**src/rtl/id_hazard_unit.sv**
```systemverilog
// Decode-stage RAW hazard detector with an in-flight destination scoreboard and redirect flush.
// Optional stall/flush performance counters are built when HAZARD_PERF_CNT_EN is defined.
module id_hazard_unit #(
    parameter int PIPE_DEPTH     = 3,
    parameter int REGFILE_BYPASS = 1
) (
    input  logic        clk_i,
    input  logic        rst_ni,
    input  logic [31:0] instr_i,
    input  logic        instr_vld_i,
    input  logic        rd_wren_i,
    input  logic        redirect_i,
    output logic        stall_o,
    output logic        issue_o,
    output logic        bubble_o,
    output logic        flush_ifid_o,
    output logic [31:0] stall_cnt_o,
    output logic [31:0] flush_cnt_o
);
    // With a bypassing register file the WB slot is already readable, so it is excluded.
    localparam int HAZ_SLOTS = PIPE_DEPTH - REGFILE_BYPASS;

    logic [4:0] rs1;
    logic [4:0] rs2;
    logic [4:0] rd;
    logic [4:0] opcode;
    logic       rs1_used;
    logic       rs2_used;
    logic       hazard;

    logic [PIPE_DEPTH-1:0] slot_vld_q;
    logic [4:0]            slot_rd_q [PIPE_DEPTH];
    logic                  slot0_vld_d;

    wire unused_instr_bits = ^{instr_i[31:25], instr_i[14:12], instr_i[1:0]};

    always_comb begin
        rs1      = instr_i[19:15];
        rs2      = instr_i[24:20];
        rd       = instr_i[11:7];
        opcode   = instr_i[6:2];
        rs1_used = !(opcode == 5'b01101 || opcode == 5'b00101 || opcode == 5'b11011);
        rs2_used = (opcode == 5'b01100 || opcode == 5'b01000 || opcode == 5'b11000);
    end

    always_comb begin
        hazard = 1'b0;
        for (int k = 0; k < PIPE_DEPTH; k++) begin
            if (k < HAZ_SLOTS && slot_vld_q[k]) begin
                if (rs1_used && rs1 != 5'd0 && rs1 == slot_rd_q[k]) hazard = 1'b1;
                if (rs2_used && rs2 != 5'd0 && rs2 == slot_rd_q[k]) hazard = 1'b1;
            end
        end
    end

    always_comb begin
        stall_o      = instr_vld_i && hazard && !redirect_i;
        issue_o      = instr_vld_i && !hazard && !redirect_i;
        bubble_o     = !issue_o;
        flush_ifid_o = redirect_i;
        slot0_vld_d  = issue_o && rd_wren_i && (rd != 5'd0);
    end

    // Slot 0 (EX) loads the issuing instruction's destination, or empty on stall/redirect.
    always_ff @(posedge clk_i or negedge rst_ni) begin
        if (!rst_ni) begin
            slot_vld_q[0] <= 1'b0;
            slot_rd_q[0]  <= 5'd0;
        end else begin
            slot_vld_q[0] <= slot0_vld_d;
            slot_rd_q[0]  <= issue_o ? rd : 5'd0;
        end
    end

    generate
        for (genvar gi = 1; gi < PIPE_DEPTH; gi++) begin : g_slot_shift
            always_ff @(posedge clk_i or negedge rst_ni) begin
                if (!rst_ni) begin
                    slot_vld_q[gi] <= 1'b0;
                    slot_rd_q[gi]  <= 5'd0;
                end else begin
                    slot_vld_q[gi] <= slot_vld_q[gi-1];
                    slot_rd_q[gi]  <= slot_rd_q[gi-1];
                end
            end
        end
    endgenerate

`ifdef HAZARD_PERF_CNT_EN
    logic [31:0] stall_cnt_q;
    logic [31:0] stall_cnt_d;
    logic [31:0] flush_cnt_q;
    logic [31:0] flush_cnt_d;

    always_comb begin
        stall_cnt_d = stall_cnt_q;
        flush_cnt_d = flush_cnt_q;
        if (stall_o && stall_cnt_q != 32'hFFFF_FFFF) stall_cnt_d = stall_cnt_q + 32'd1;
        if (redirect_i && flush_cnt_q != 32'hFFFF_FFFF) flush_cnt_d = flush_cnt_q + 32'd1;
    end

    always_ff @(posedge clk_i or negedge rst_ni) begin
        if (!rst_ni) begin
            stall_cnt_q <= 32'd0;
            flush_cnt_q <= 32'd0;
        end else begin
            stall_cnt_q <= stall_cnt_d;
            flush_cnt_q <= flush_cnt_d;
        end
    end

    assign stall_cnt_o = stall_cnt_q;
    assign flush_cnt_o = flush_cnt_q;
`else
    assign stall_cnt_o = 32'd0;
    assign flush_cnt_o = 32'd0;
`endif

endmodule

```
**config.mk**
```make
export PLATFORM = sky130hd
export DESIGN_NAME = id_hazard_unit
export DESIGN_NICKNAME = d
export VERILOG_FILES = /design/src/rtl/id_hazard_unit.sv
export SDC_FILE = /design/constraint.sdc
export NUM_CORES = 1
export LEC_CHECK = 0
export CAP_MARGIN = 20
export CORE_MARGIN = 2
export CORE_UTILIZATION = 35
export DETAILED_ROUTE_END_ITERATION = 10
export PLACE_DENSITY = 0.95
export SLEW_MARGIN = 20
export SYNTH_ARGS = -nofsm -noshare
export SYNTH_HDL_FRONTEND = slang
export SYNTH_SLANG_ARGS = --single-unit
```
**constraint.sdc**
```tcl
create_clock -name clk_i -period 5.6 [get_ports clk_i]
set_input_delay 1.12 -clock clk_i [delete_from_list [all_inputs] [get_ports clk_i]]
set_output_delay 1.12 -clock clk_i [all_outputs]
set_load 0.05 [all_outputs]
```
==> key figures <==
Run status
  – Status: completed

Placed design
  – RePlAce Congestion: 0.8312
  – I/O Buffers: 28
  – Final HPWL DP: 1726 um
  – Dpl cells: 209

Clock tree
  – CTS tree: yes
  – H-tree levels: 1
  – Postcts setup bufs: 0
  – Num CTS Buffers: 3
  – Clock Path Buffers: 2
  – Hold-fix buffers, CTS: 0
  – Clk slew on worst S/H paths: 0.07 ns
  – Clk Latency, worst-skew pair: 0.26 ns
  – Post-CTS Resized: 0
  – Root Buffer: clkbuf_4
  – Clock Sinks: 12

Routing
  – DRC: 0
  – Wire per inst: 9.394 um
  – Routed WL: 2001 um
  – Remaining antenna violation count: 0
  – Drt pass-1 iters: 4
  – 1st-iter DRT viols: 19
  – Routed via count: 788
  – Via density: 3.700

Setup path
  – CP peak stage delay: 0.80 ns
  – Crit-path cells: clkdlybuf4s50_1 -> a211oi_2 -> o211ai_2 -> or4_1 -> nand2_4 -> or2_1 -> clkdlybuf4s50_1
  – CP endpoint kind: output port
  – Max FO, Critical Path: 6
  – Crit path kind: in -> out
  – Worst EP required: 4.48 ns
  – CP Launch Point: instr_i[4]
  – Kind of cell adding the most delay to the critical path: buffers and inverters
  – Slowest CP cell: clkdlybuf4s50_1
  – CP dominant cell by count: clkdlybuf4s50_1
  – WP buf/inv: 2
  – Reg2reg start: slot_rd_q[14]$_DFF_PN0_
  – WP data arrival: roughly 3.7 ns
  – Crit start category: input port

Global route
  – Largest net degree at the start of global routing: 13
  – Vias in the first global route: 657
  – GRT overflow: 0
  – Tot GR Track Use: a little under a tenth
  – Initial antenna violation count: 0
  – First-pass GRT wire length: 2980 um

Synthesis
  – Synth Area in Adders: 0%
  – Cells after Synth: 139
  – Avg Inst Size Synth: around 8.8 sq um
  – Register area share after synthesis: 24.51%
  – Synth Warn #: 0
  – Share of the synthesized area in the top cell type: 39.84%
  – Cell Area, Synth: 1225 sq um
  – Compound-gate portion of the synthesized area: 5.312%
  – Synth area leaders: buf_4 (40%), dfrtp_1 (25%), xnor2_1 (8.6%)
  – Synth Area in Simple Gates: 14.50%
  – Post-Synth XOR/XNOR Area: 14.30%
  – Yosys reg bits: 12
  – Mux contribution to synthesized area: 0%
  – Post-synthesis cell type count: 27
  – Combinational family with the most area after synthesis: buffers and inverters
  – Synth area leader: buf_4

Timing
  – Max Slew Vio Count: 0
  – Setup TNS: 0 ns
  – Clock Skew: approximately 0.0035 ns
  – Minimum clock period: 4.798 ns
  – Worst hold slack: 0.4263 ns
  – Slew margin rel.: 63.16%
  – Least-Margin Pin Slew: roughly 0.55 ns
  – Fin. Hold Viols: 0
  – Period utilisation layout: 85.68%
  – RSZ-0062 raised after global routing: false
  – Max frequency: 208.4 MHz
  – Final setup fails: 0

Power and ir drop
  – Power after layout: ~300 uW
  – Clock power frac: 21.5%
  – Pleak: 0.0006328 uW
  – Psw: around 140 uW
  – Net Sw Frac: 47.66%
  – Maximum vdd drop: 0.00008470 V
  – Pwr dens: 224.5 nW/um^2
  – Sequential fraction of design power: 31.2%
  – Comb power frac: 47.3%
  – Cell Int Power: 156.5 uW

Die
  – Core ar.: roughly 3300 sq um
  – I/O Pins: between 100 and 150
  – Die H: between 60 and 70 um
  – Rows: 21
  – Die X-Extent: 63.16 um
  – Die area: around 4000 sq um
  – Initial Utilization: 36.71%

Finish
  – Diode count: 0
  – Final nets: 205
  – Multi-input gate area: around 660 sq um
  – Filler instances: 369
  – Reg area: 300.3 sq um
  – Syn-to-layout area delta: 8.785%
  – Layout cell share with drive strength beyond 1: 5.389%
  – Fin cells: 213

Worst hold path
  – Worst Hold Class: reg -> reg
  – HP Start: slot_vld_q[0]$_DFF_PN0_

Job
  – Max-cap check violation count: 0
[metrics by stage]
step	instance area (sq um)	worst slack, ns	util (%)
final	1333	0.8018	39.93
after global placement	1296	0.8110	38.85
after detailed placement	1296	0.8208	38.85
after floorplan	1461	1.708	-
after CTS	1333	0.7985	39.93
after global routing	1333	0.6340	39.93
[cell usage after synthesis (all sizes together)]
| library cell | instances |
|---|---|
| conb | 1 |
| nor4 | 3 |
| or2 | 1 |
| buf | 66 |
| xnor2 | 12 |
| and4b | 1 |
| a211oi | 1 |
| o21a | 1 |
| nor3 | 1 |
| or4 | 4 |
| o21ai | 4 |
| nor2 | 6 |
| and2 | 1 |
| nand2 | 5 |
| dfrtp | 12 |
| xor2 | 8 |
| nor3b | 1 |
| nand3 | 5 |
| o211ai | 1 |
| nand4 | 1 |
| clkbuf | 1 |
| nor2b | 1 |
| or3 | 1 |
| a32oi | 1 |
[cell type report]
class	instances	area share (%)
Clock buffer	4	2.723
Tap cell	46	4.319
Sequential cell	12	22.54
Timing Repair Buffer	28	21.03
Multi-Input combinational cell	123	49.39
[placed cells by master (no fill, tap or decap), drive strengths merged]
cell           instances
or2                    1
clkbuf                 4
nor4                   3
a32oi                  1
xnor2                 12
conb                  64
nor2b                  1
o21a                   1
or4                    4
nor2                   6
nand3                  5
nand2                  5
nor3                   1
nand4                  1
and2                   1
a211oi                 1
or3                    1
xor2                   8
nor3b                  1
o211ai                 1
o21ai                  4
clkdlybuf4s50         28
dfrtp                 12
and4b                  1
[worst register-to-register path: cells and delay by family (launching register included)]
kind / cells / cell delay (ns)
compound gates: 2 / 0.52
simple gates: 2 / 0.48
xor+xnor: 1 / 0.16
flops: 1 / 0.41
[flip-flops by register name (all words and copies together) (netlist names)]
signal / flops
slot_rd_q: 10
slot_vld_q: 2
[path summary, 6_finish.rpt]
kind                                                 to  depth (start not counted)  slack (ns)
worst max register to register  slot_vld_q[0]$_DFF_PN0_                          5        3.91
max in group asynchronous       slot_rd_q[14]$_DFF_PN0_                          1        4.08
worst max-delay path                           bubble_o                          7        0.80
min in group asynchronous       slot_rd_q[12]$_DFF_PN0_                          1        1.19
worst min-delay path            slot_vld_q[1]$_DFF_PN0_                          0        0.43
worst min register to register  slot_vld_q[1]$_DFF_PN0_                          0        0.43
[cell families (layout without fill, tap and decap cells)]
group                     after synthesis  count (layout)
buffers and inverters                  67              32
and+or+nand+nor                        31              31
AOI/OAI and AO/OA                       8               8
xor gates and xnor gates               20              20
DFF                                    12              12
other                                   1              64
[power groups by stage]
stage	Sequential, uW	Combinational [uW]	Clock, uW
floorplan	94.3	149	0
global placement	94.9	139	0
detailed placement	95.2	141	0
CTS	93.5	141	67.2
global route	93.8	148	72.7
finish	93.4	141	64.3
[routing by layer]
metal  wire (um)  share of wire (%)  GRT usage (%)
met5           0                  0              0
met4          27                1.3          6.667
met3         232                 12          1.250
met2         977                 49          15.03
met1         765                 38          11.85
No activity file was read; power rests on OpenSTA's default activity.
